==> src/rtl/display_scan_arbiter.sv <==
// Shared 4-digit 7-segment scan driver: source arbitration, digit multiplexing with blanking, blink and alarm flash.
// Optional LEADING_ZERO_BLANK_EN: blank a zero in the leftmost digit while the alarm is not flashing.
module display_scan_arbiter #(
   parameter int SCAN_DIV  = 2048,
   parameter int BLANK_CYC = 16,
   parameter int BLINK_DIV = 32
) (
   input  logic        clk_osc,
   input  logic        reset,
   input  logic [3:0]  req,
   input  logic [15:0] bcd_src0,
   input  logic [15:0] bcd_src1,
   input  logic [15:0] bcd_src2,
   input  logic [15:0] bcd_src3,
   input  logic [15:0] bcd_time,
   input  logic [3:0]  blink_mask0,
   input  logic [3:0]  blink_mask1,
   input  logic        alarm_flash,
   output logic [3:0]  anode,
   output logic [6:0]  seg,
   output logic [4:0]  grant,
   output logic        frame_tick
);
   localparam int CNT_W = (SCAN_DIV > 1) ? $clog2(SCAN_DIV) : 1;
   localparam int FRM_W = (BLINK_DIV > 1) ? $clog2(BLINK_DIV) : 1;

   typedef enum logic {ST_BLANK, ST_DRIVE} state_t;

   state_t           state_q, state_d;
   logic [CNT_W-1:0] slot_cnt_q, slot_cnt_d;
   logic [1:0]       digit_q, digit_d;
   logic [FRM_W-1:0] frame_cnt_q, frame_cnt_d;
   logic             phase_q, phase_d;
   logic [4:0]       grant_q, grant_d;
   logic [3:0]       anode_q, anode_d;
   logic [6:0]       seg_q, seg_d;

   logic             slot_wrap, frame_end, blink_off;
   logic [15:0]      bcd_sel;
   logic [3:0]       mask_sel, nibble, digit_en;
   logic [6:0]       dec_seg;

   function automatic logic [6:0] decode7(input logic [3:0] n);
      case (n)
         4'd0:    decode7 = 7'b1000000;
         4'd1:    decode7 = 7'b1111001;
         4'd2:    decode7 = 7'b0100100;
         4'd3:    decode7 = 7'b0110000;
         4'd4:    decode7 = 7'b0011001;
         4'd5:    decode7 = 7'b0010010;
         4'd6:    decode7 = 7'b0000010;
         4'd7:    decode7 = 7'b1111000;
         4'd8:    decode7 = 7'b0000000;
         4'd9:    decode7 = 7'b0010000;
         default: decode7 = 7'b1111111;
      endcase
   endfunction

   function automatic logic [4:0] pick_grant(input logic [3:0] r);
      if (r[0])      pick_grant = 5'b00001;
      else if (r[1]) pick_grant = 5'b00010;
      else if (r[2]) pick_grant = 5'b00100;
      else if (r[3]) pick_grant = 5'b01000;
      else           pick_grant = 5'b10000;
   endfunction

   // Scan timing, frame-aligned arbitration and blink phase
   always_comb begin
      slot_wrap   = (slot_cnt_q == CNT_W'(SCAN_DIV - 1));
      frame_end   = slot_wrap && (digit_q == 2'd3);
      slot_cnt_d  = slot_wrap ? '0 : slot_cnt_q + 1'b1;
      digit_d     = slot_wrap ? digit_q + 2'd1 : digit_q;
      grant_d     = frame_end ? pick_grant(req) : grant_q;
      frame_cnt_d = frame_cnt_q;
      phase_d     = phase_q;
      if (frame_end) begin
         if (frame_cnt_q == FRM_W'(BLINK_DIV - 1)) begin
            frame_cnt_d = '0;
            phase_d     = ~phase_q;
         end else begin
            frame_cnt_d = frame_cnt_q + 1'b1;
         end
      end
   end

   // Content of the current digit from the granted source
   always_comb begin
      bcd_sel  = bcd_time;
      mask_sel = 4'b0000;
      if (grant_q[0]) begin
         bcd_sel  = bcd_src0;
         mask_sel = blink_mask0;
      end else if (grant_q[1]) begin
         bcd_sel  = bcd_src1;
         mask_sel = blink_mask1;
      end else if (grant_q[2]) begin
         bcd_sel  = bcd_src2;
      end else if (grant_q[3]) begin
         bcd_sel  = bcd_src3;
      end
      case (digit_q)
         2'd0:    nibble = bcd_sel[3:0];
         2'd1:    nibble = bcd_sel[7:4];
         2'd2:    nibble = bcd_sel[11:8];
         default: nibble = bcd_sel[15:12];
      endcase
      dec_seg = decode7(nibble);
`ifdef LEADING_ZERO_BLANK_EN
      if (digit_q == 2'd3 && nibble == 4'd0) dec_seg = 7'b1111111;
`else
`endif
      blink_off = mask_sel[digit_q] && phase_q;
      digit_en  = ~(4'b0001 << digit_q);
   end

   // Outputs are loaded once per slot at DRIVE entry, so mid-slot input changes never show
   always_comb begin
      state_d = state_q;
      anode_d = anode_q;
      seg_d   = seg_q;
      case (state_q)
         ST_BLANK: begin
            if (slot_cnt_q == CNT_W'(BLANK_CYC)) begin
               state_d = ST_DRIVE;
               if (alarm_flash) begin
                  anode_d = digit_en;
                  seg_d   = phase_q ? 7'b0000000 : 7'b1111111;
               end else if (blink_off) begin
                  anode_d = 4'b1111;
                  seg_d   = 7'b1111111;
               end else begin
                  anode_d = digit_en;
                  seg_d   = dec_seg;
               end
            end
         end
         ST_DRIVE: begin
            if (slot_wrap) begin
               state_d = ST_BLANK;
               anode_d = 4'b1111;
               seg_d   = 7'b1111111;
            end
         end
         default: state_d = ST_BLANK;
      endcase
   end

   always_ff @(posedge clk_osc or posedge reset) begin
      if (reset) begin
         state_q     <= ST_BLANK;
         slot_cnt_q  <= '0;
         digit_q     <= 2'd0;
         frame_cnt_q <= '0;
         phase_q     <= 1'b0;
         grant_q     <= 5'b10000;
         anode_q     <= 4'b1111;
         seg_q       <= 7'b1111111;
      end else begin
         state_q     <= state_d;
         slot_cnt_q  <= slot_cnt_d;
         digit_q     <= digit_d;
         frame_cnt_q <= frame_cnt_d;
         phase_q     <= phase_d;
         grant_q     <= grant_d;
         anode_q     <= anode_d;
         seg_q       <= seg_d;
      end
   end

   assign anode      = anode_q;
   assign seg        = seg_q;
   assign grant      = grant_q;
   assign frame_tick = frame_end;

endmodule

==> config.mk <==
export PLATFORM = sky130hd
export DESIGN_NAME = display_scan_arbiter
export DESIGN_NICKNAME = d
export VERILOG_FILES = /design/src/rtl/display_scan_arbiter.sv
export SDC_FILE = /design/constraint.sdc
export NUM_CORES = 1
export LEC_CHECK = 0
export CAP_MARGIN = 5
export CELL_PAD_IN_SITES_DETAIL_PLACEMENT = 0
export CELL_PAD_IN_SITES_GLOBAL_PLACEMENT = 1
export CORE_MARGIN = 2
export CORE_UTILIZATION = 28
export CTS_BUF_LIST = sky130_fd_sc_hd__clkbuf_16
export CTS_CLUSTER_SIZE = 28
export DETAILED_ROUTE_END_ITERATION = 6
export PLACE_DENSITY = 0.72
export SLEW_MARGIN = 25
export SYNTH_ARGS = -nofsm -noshare
export SYNTH_HDL_FRONTEND = slang
export SYNTH_SLANG_ARGS = --single-unit
==> constraint.sdc <==
create_clock -name clk_osc -period 3.4 [get_ports clk_osc]
set_clock_uncertainty 0.1 [all_clocks]
set_input_delay 0.68 -clock clk_osc [delete_from_list [all_inputs] [get_ports clk_osc]]
set_output_delay 0.68 -clock clk_osc [all_outputs]
set_load 0.1 [all_outputs]
==> impl_metrics.json, run 1 <==
{
  "outcome": "complete, no violations",
  "io_pins": 112,
  "clock_latency_ns": 0.27,
  "fin_crit_ns": 2.932,
  "crit_top_cell": "and3_1",
  "cp.required_ns": 2.62,
  "place_ws_ns": 0.3880,
  "area_growth_pct": 50.05,
  "end_kind": "output port",
  "final_max_slew_viol_count": 0,
  "first_iter_violations": 65,
  "finalSetupViolCount": 0,
  "power.density_nw_per_um2": 279.5,
  "tns_ns": 0,
  "n_antenna_cell": 0,
  "drc": 0,
  "first_pass_iters": 4,
  "use_met2": 0.2907,
  "core_area_um2": 9153,
  "final_cell_area_um2": 3913,
  "ys_seq_elements": 36,
  "crit_slowest_cell": "dfrtp_1",
  "max_slew_margin": 0.5641,
  "grt_max_degree": 37,
  "grt_overflow": 0,
  "ys_seq_area_frac": 0.3512,
  "netlist_instances": 276,
  "worstSetupPathType": "reg2out",
  "fmax_mhz": 341.0,
  "clk_pin_slew_ns": 0.05,
  "die_y_um": 100.5,
  "cts_tree": "built",
  "worst_slew_pin_slew_ns": 0.6538,
  "irDropWorstVdd_mv": 0.1631,
  "clk_path_buf_depth": 2,
  "gp_congestion": 0.8278,
  "port-buffer-count": 111,
  "synth-edff-count": 0,
  "grt_util_met1": 0.1926,
  "ant_nets": 0,
  "crit_fanout": 5,
  "core.rowCount": 35,
  "slowest_delay_ns": 0.40,
  "layout.nets": 495,
  "synth_fp_nets": 383,
  "die-area_um2": 10100,
  "finalCritPeriodShare": 0.8625,
  "whs_ns": 0.3824,
  "hpwlAfterDp_mm": 6.393,
  "path_cells": "ha_1 > and3_1 > and3_1 > nand4_1 > nor2_1 > buf_4",
  "switchingPower_mw": 0.2616,
  "p_seq_frac": 0.406,
  "grt_pass1_wl_mm": 12.47,
  "routed_wl_mm": 8.234,
  "yosysWarnings": 0,
  "startpoint_type": "register",
  "cts-buffers-inserted": 5,
  "stdcell_count": 500,
  "fin_ws_ns": 0.4675,
  "grt_busiest_layer": "met2",
  "ys.flop_type": "dfrtp_1",
  "p_int_mw": 0.8319,
  "p_clk_frac": 0.389,
  "fp.dieW_um": 100.5,
  "max-cap-violations": 0,
  "finish.utilization": 0.4275,
  "sw_frac_of_total": 0.2392,
  "htreeDepth": 2,
  "initial_utilization": 0.2849,
  "dp_cells": 492,
  "cts_resized": 0,
  "final_hold_viol_count": 0,
  "numClockSinks": 36,
  "place_area_um2": 3776,
  "syn-cell-area_um2": 2608,
  "rsz0062_at_grt": "no",
  "grtUsageMet3": 0.02982,
  "critPathArrivalTime_ns": 2.15,
  "combPwrFrac": 0.206,
  "power_mw": 1.094,
  "first_global_vias": 2515,
  "hp-class": "reg2reg",
  "ctsHoldBuffers": 0,
  "post_cts_buffers": 0,
  "leakage_nw": 1.706,
  "vias": 2511,
  "antenna_found_initial": 0,
  "synthesis.area_per_instance_um2": 9.447,
  "drive_gt1_frac": 0.1542,
  "via_per_inst": 5.022,
  "track_usage": 0.1583,
  "async_flop_share": 1.000,
  "wl_per_cell_um": 16.47,
  "root_buffer": "clkbuf_16",
  "yosysUniqueCellTypes": 56
}
[synth_stat cells, types with 6 or more instances]
| master | count | area [um2] |
|---|---|---|
| nand2_1 | 20 | 75.07 |
| inv_1 | 12 | 45.04 |
| nand3_1 | 9 | 45.04 |
| nand2b_1 | 6 | 37.54 |
| mux2_2 | 10 | 112.6 |
| ha_1 | 12 | 150.1 |
| nor2_1 | 18 | 67.56 |
| and3_1 | 8 | 50.05 |
| o21ai_0 | 24 | 120.1 |
| mux2i_1 | 10 | 100.1 |
| dfstp_2 | 12 | 315.3 |
| a21oi_1 | 15 | 75.07 |
| o221ai_1 | 8 | 70.07 |
| xor2_1 | 6 | 52.55 |
| dfrtp_1 | 24 | 600.6 |
[metal layers]
metal	vias to the layer above	share of wire
met2	73	0.50
met1	1198	0.44
met4	0	0.0064
met5	-	0
li1	1236	-
met3	4	0.050
[flip-flops by register name, summed over array words and instances (netlist names)]
signal,flops
anode,4
digit_q,2
frame_cnt_q,5
grant,5
phase_q,1
seg,7
slot_cnt_q,11
state_q,1
[kinds of logic (layout without fill, tap and decap cells)]
kind of cell	Yosys count	count (layout)	share of synthesized area
compound gates	81	81	0.2164
xor+xnor	11	11	0.03695
fa+ha+maj	12	12	0.05758
buf+inv	26	139	0.05086
flops	36	36	0.3512
mux	25	25	0.1147
simple gates	85	85	0.1723
[placed cells by master (no fill, tap or decap), types with 8 or more instances in the layout]
cell type and n:
a21oi_1 15, nor2_1 18, inv_1 13, and3_1 8, mux2i_1 10, buf_4 22
nand3_1 9, dfstp_2 12, nand2_1 20, dfrtp_1 24, ha_1 12, o21ai_0 24
clkdlybuf4s50_1 94, o221ai_1 8, mux2_2 10
[final cells by class]
type	count	area, um2
inverters	15	56.30
clock buffers	5	125.1
fillers	919	5240
repair buffers	116	1106
clock inverters	3	11.26
well taps	111	138.9
multi-input cells	214	1559
flip-flops and latches	36	915.9
[path summary, 6_finish.rpt]
check / depth (start not counted) / startpoint / endpoint / slack, ns
max in group asynchronous: 3 / reset / grant[4] / 2.13
worst max register to register: 9 / digit_q[0] / seg[1] / 0.59
min in group asynchronous: 3 / reset / state_q / 0.72
worst min-delay path: 2 / grant[4] / grant[4] / 0.38
worst min register to register: 2 / grant[4] / grant[4] / 0.38
worst max-delay path: 6 / slot_cnt_q[0] / frame_tick / 0.47
[worst max-delay path, delay by kind of cell, from the launching register on]
family        cells  cell delay, ns
fa+ha+maj         1            0.23
flops             1            0.40
buf+inv           1            0.35
simple gates      4            0.89
[power by group through the flow]
stage,Combinational [mW],Sequential [mW],Clock (mW)
after floorplan,0.0515,0.493,0
after global placement,0.224,0.451,0
after detailed placement,0.226,0.450,0
after CTS,0.227,0.443,0.440
after global routing,0.239,0.444,0.459
final,0.225,0.443,0.425
(Power assumes the default switching activity.)
==> run 2: changes to the inputs <==
--- a/config.mk
+++ b/config.mk
@@ -13,7 +13,7 @@
 export CTS_BUF_LIST = sky130_fd_sc_hd__clkbuf_16
 export CTS_CLUSTER_SIZE = 28
 export DETAILED_ROUTE_END_ITERATION = 6
-export PLACE_DENSITY = 0.72
+export PLACE_DENSITY_LB_ADDON = 0.05
 export SLEW_MARGIN = 25
 export SYNTH_ARGS = -nofsm -noshare
 export SYNTH_HDL_FRONTEND = slang
==> constraint.sdc (replaced) <==
create_clock -name clk_osc -period 2.9 [get_ports clk_osc]
set_clock_uncertainty 0.1 [all_clocks]
set_input_delay 0.58 -clock clk_osc [delete_from_list [all_inputs] [get_ports clk_osc]]
set_output_delay 0.58 -clock clk_osc [all_outputs]
set_load 0.1 [all_outputs]
==> run 2 against run 1 <==
Against the previous run:
- die area unchanged
- via count grew 0.20%
- register-to-register slack worse by 0.36 ns
- worst hold slack gained 0.0043 ns
- sequential cell count stayed put
- clock power is 27% higher
- clock-buffer cell count stayed put
- final area increased by 3.3%
- critical path depth stayed put
- combinational power up 20%
- non-clock buffer count rose by 13
==> impl_metrics.json, run 2 (synthesized netlist as in run 1, its figures left out) <==
{
  "fin_crit_ns": 2.691,
  "ant_nets": 0,
  "layout_common_cells": "clkdlybuf4s50_1, buf_4, o21ai_0, dfrtp_1, nand2_1",
  "drc": 0,
  "max-cap-violations": 0,
  "critPathArrivalTime_ns": 2.01,
  "numClockSinks": 36,
  "first_global_vias": 2624,
  "tns_ns": 0,
  "min_to": "grant[4]",
  "die_y_um": 100.5,
  "clock_latency_ns": 0.28,
  "core.rowCount": 35,
  "n_antenna_cell": 0,
  "min_from": "grant[4]",
  "vias": 2516,
  "hpwlAfterDp_mm": 6.890,
  "clk_path_buf_depth": 2,
  "clk_pin_slew_ns": 0.06,
  "outcome": "complete, no violations",
  "cp.required_ns": 2.22,
  "rrSetupSlack_ns": 0.23,
  "crit_start": "slot_cnt_q[0]",
  "dp_cells": 504,
  "drive_gt1_frac": 0.1990,
  "r2r_cells": 10,
  "worst_slew_pin_slew_ns": 0.4802,
  "port-buffer-count": 111,
  "holdPathStages": 2,
  "core_area_um2": 9153,
  "final_hold_viol_count": 0,
  "max_slew_margin": 0.6770,
  "r2r-end": "seg[4]",
  "gp_congestion": 0.8224,
  "first_pass_iters": 4,
  "end_kind": "output port",
  "grt_max_degree": 37,
  "cts_tree": "built",
  "finalCritPeriodShare": 0.9279,
  "leakage_nw": 1.764,
  "cts-buffers-inserted": 5,
  "stdcell_count": 513,
  "worstSetupPathType": "reg2out",
  "first_iter_violations": 87,
  "area_growth_pct": 55.04,
  "startpoint_type": "register",
  "routed_wl_mm": 8.556,
  "antenna_found_initial": 0,
  "io_pins": 112,
  "finalSetupViolCount": 0,
  "via_per_inst": 4.904,
  "die-area_um2": 10100,
  "power.density_nw_per_um2": 328.0,
  "largest_reg_flops": 11,
  "grt_overflow": 0,
  "final_max_slew_viol_count": 0,
  "ctsHoldBuffers": 0,
  "grtUsageMet3": 0.03329,
  "wl_per_cell_um": 16.68,
  "regToRegStartpoint": "digit_q[1]",
  "rsz0062_at_grt": "no",
  "crit_fanout": 5,
  "htreeDepth": 2,
  "layout.nets": 508,
  "fp.dieW_um": 100.5,
  "hp-class": "reg2reg",
  "top_register": "slot_cnt_q",
  "grt_busiest_layer": "met2",
  "root_buffer": "clkbuf_16",
  "irDropWorstVdd_mv": 0.1867,
  "initial_utilization": 0.2849,
  "final_common_cell": "clkdlybuf4s50_1",
  "grt_util_met1": 0.2257,
  "track_usage": 0.1772,
  "fmax_mhz": 371.6,
  "grt_pass1_wl_mm": 13.96,
  "use_met2": 0.3077
}
==> run 2: cell types whose count changed in the layout (fill, tap and decap cells not counted), sizes merged <==
cell / delta
buf: +13
clkinvlp: +2
clkinv: -1
inv: -1
==> run 2: routing by layer <==
layer  vias up  routed length [um]  part of all wire
met5         -                   0                 0
met4         0                  96             0.011
met3         8                 525             0.061
met2        70                4165              0.49
met1      1170                3768              0.44
li1       1268                   -                 -
==> run 2: worst max-delay path by stage <==
stage | endpoint | cells past startpoint
after detailed placement | seg[1] | 8
after CTS | seg[4] | 10
after floorplan | seg[4] | 8
after global routing | seg[3] | 9
after global placement | seg[0] | 8
final | frame_tick | 6
==> run 2: critical path, stage by stage (launching register included) <==
cell and delay [ns]:
dfrtp_1 0.40, ha_1 0.23, and3_1 0.21, and3_1 0.20
nand4_1 0.20, nor2_2 0.27, buf_12 0.21
==> run 2: final cells by class <==
cell class                 instances  area [um2]
clock buffer                       5       125.1
clock inverter                     3       23.77
fill                             921        5110
inverter                          15       56.30
multi-input combinational        214        1564
sequential                        36       918.4
tap                              111       138.9
timing repair buffer             129        1216
==> run 2: repair_timing <==
item                                    CTS  global route
endpoints found under the setup margin    0             2
gates resized for setup                   0             1
buffers inserted                          0             1
==> run 2: per-stage QoR <==
stage	power, mW	worst slack (ns)	area [um2]	util	hold slack, ns
floorplan	0.6384	0.03565	2613	-	0.3595
global placement	0.7956	0.05157	3884	0.4243	0.3785
detailed placement	0.7975	0.01145	3884	0.4243	0.3893
CTS	1.347	0.1273	4033	0.4406	0.3989
global route	1.383	0.03764	4043	0.4417	0.4204
finish	1.326	0.2092	4043	0.4417	0.3867
==> run 2: report_power, final <==
| group | internal [mW] | total, mW | switching [mW] |
|---|---|---|---|
| combinational | 0.156 | 0.269 | 0.113 |
| sequential | 0.515 | 0.519 | 0.00393 |
| clock | 0.319 | 0.538 | 0.219 |
| total | 0.990 | 1.33 | 0.336 |
==> run 3: changes to the inputs <==
--- a/config.mk
+++ b/config.mk
@@ -14,6 +14,7 @@
 export CTS_CLUSTER_SIZE = 28
 export DETAILED_ROUTE_END_ITERATION = 6
 export PLACE_DENSITY_LB_ADDON = 0.05
+export SETUP_SLACK_MARGIN = 0.5
 export SLEW_MARGIN = 25
 export SYNTH_ARGS = -nofsm -noshare
 export SYNTH_HDL_FRONTEND = slang
==> constraint.sdc (replaced) <==
create_clock -name clk_osc -period 2.5 [get_ports clk_osc]
set_clock_uncertainty 0.1 [all_clocks]
set_input_delay 0.5 -clock clk_osc [delete_from_list [all_inputs] [get_ports clk_osc]]
set_output_delay 0.5 -clock clk_osc [all_outputs]
set_load 0.1 [all_outputs]
==> run 3 against run 2 <==
Against the previous run:
- global-route usage is 0.50 points higher
- sequential share of layout area decreased by 3.0 points
- critical path depth increased by 3
- sequential power up 16%
- total power increased by 18%
- first-iteration DRC count is 41% lower
- register-to-register slack got worse by 0.22 ns
- utilization is 7.4 points higher
- largest power group unchanged
- highest routed layer unchanged
==> impl_metrics.json, run 3 (synthesized netlist as in run 1, its figures left out) <==
{
  "p_seq_frac": 0.384,
  "numClockSinks": 36,
  "routed_wl_mm": 9.317,
  "min_to": "grant[4]",
  "largest_reg_flops": 11,
  "antenna_found_initial": 0,
  "cts-buffers-inserted": 5,
  "first_pass_iters": 4,
  "leakage_nw": 2.064,
  "max-cap-violations": 0,
  "rsz0062_at_grt": "yes",
  "n_fill_cell": 852,
  "cts_tree": "built",
  "gp_congestion": 0.7653,
  "regToRegStartpoint": "grant[3]",
  "first_global_vias": 2766,
  "io_pins": 112,
  "vias": 2727,
  "fp.dieW_um": 100.5,
  "port-buffer-count": 111,
  "core_area_um2": 9153,
  "worst_slew_pin_slew_ns": 0.4699,
  "fin_ws_ns": 0.009098,
  "power.density_nw_per_um2": 331.4,
  "root_buffer": "clkbuf_16",
  "finalCritPeriodShare": 0.9964,
  "irDropWorstVdd_mv": 0.2495,
  "combPwrFrac": 0.220,
  "worstSetupPathType": "reg2reg",
  "die-area_um2": 10100,
  "final_max_slew_viol_count": 0,
  "outcome": "complete, no violations",
  "die_y_um": 100.5,
  "max_slew_margin": 0.6868,
  "finalSetupViolCount": 0,
  "place_ws_ns": -0.2894,
  "whs_ns": 0.3831,
  "end_kind": "register",
  "grt_max_degree": 37,
  "hp-class": "reg2reg",
  "sw_frac_of_total": 0.2548,
  "critPathArrivalTime_ns": 2.59,
  "regArea_um2": 930.9,
  "drc": 0,
  "hpwlAfterDp_mm": 7.119,
  "rrSetupSlack_ns": 0.009,
  "layout_common_cells": "clkdlybuf4s50_1, buf_4, dfrtp_1, nand2_1",
  "via_per_inst": 4.896,
  "switchingPower_mw": 0.3987,
  "min_from": "grant[4]",
  "ctsHoldBuffers": 0,
  "n_antenna_cell": 0,
  "track_usage": 0.1822,
  "r2r_cells": 9,
  "p_int_mw": 1.166,
  "wl_per_cell_um": 16.73,
  "initial_utilization": 0.2849,
  "first_iter_violations": 51,
  "multi_input_area_um2": 1829,
  "ant_nets": 0,
  "layout.nets": 552,
  "grt_pass1_wl_mm": 14.30,
  "core.rowCount": 35,
  "startpoint_type": "register",
  "area_growth_pct": 81.05,
  "p_clk_frac": 0.396,
  "clk_pin_slew_ns": 0.06,
  "final_common_cell": "clkdlybuf4s50_1",
  "drive_gt1_frac": 0.3677,
  "clock_latency_ns": 0.28,
  "holdPathStages": 2,
  "final_hold_viol_count": 0,
  "r2r-end": "seg[0]",
  "grt_overflow": 0,
  "fmax_mhz": 401.5,
  "cp.required_ns": 2.60,
  "fin_crit_ns": 2.491,
  "htreeDepth": 2,
  "crit_fanout": 6,
  "top_register": "slot_cnt_q",
  "clk_path_buf_depth": 2
}
[run 3: cell count changes in the layout (fill, tap and decap cells not counted), sizes merged]
cell,delta
buf,+44
[run 3: layer usage]
| metal | wire, um | track usage | vias up |
|---|---|---|---|
| met4 | 87 | 0.03793 | 0 |
| met2 | 4501 | 0.3154 | 81 |
| met1 | 4222 | 0.2380 | 1288 |
| li1 | - | - | 1352 |
| met5 | 0 | 0 | - |
| met3 | 505 | 0.03329 | 6 |
[run 3: worst max path at each step]
stage                start      to
6_report          grant[3]  seg[0]
5_1_grt           grant[0]  seg[0]
4_1_cts           grant[3]  seg[4]
3_5_place_dp   bcd_src3[5]  seg[0]
3_3_place_gp   bcd_src3[5]  seg[1]
2_1_floorplan     grant[3]  seg[1]
[run 3: repair_timing]
item                                    CTS  global route
setup buffers                            19            12
endpoints found under the setup margin   17            17
gates resized for setup                  26            32
pin swaps                                21            27
[run 3: final cells by class]
type	count	area share
multi-input combinational	214	0.3875
timing repair buffer	173	0.3424
sequential	36	0.1972
tap	111	0.02942
clock buffer	5	0.02650
inverter	15	0.01193
clock inverter	3	0.005036
[run 3: worst max-delay path, cell delays in order, from the launching register on]
cell and delay, ns:
dfrtp_4 0.52, buf_8 0.15, buf_4 0.13, mux2i_1 0.13, o21ai_1 0.09, a22o_1 0.26, o31ai_4 0.36, inv_2 0.10
or3_4 0.42, a31oi_4 0.14
[run 3: metrics by stage]
stage            util  cell area, um2  setup TNS [ns]  std cells  power [mW]
2_1_floorplan       -            2693         -0.2188        276      0.7461
4_1_cts        0.4882            4468        -0.02959        545       1.567
6_report       0.5158            4721               0        557       1.564
3_3_place_gp   0.4450            4073          -1.415        518      0.9309
3_5_place_dp   0.4450            4073          -1.753        518      0.9324
5_1_grt        0.5158            4721         -0.3862        557       1.625
[run 3: power by group through the flow]
| stage | clock (mW) | sequential (mW) | combinational, mW |
|---|---|---|---|
| after floorplan | 0 | 0.671 | 0.0754 |
| after global placement | 0 | 0.611 | 0.320 |
| after detailed placement | 0 | 0.611 | 0.322 |
| after CTS | 0.637 | 0.601 | 0.330 |
| after global routing | 0.656 | 0.601 | 0.368 |
| final | 0.619 | 0.601 | 0.345 |
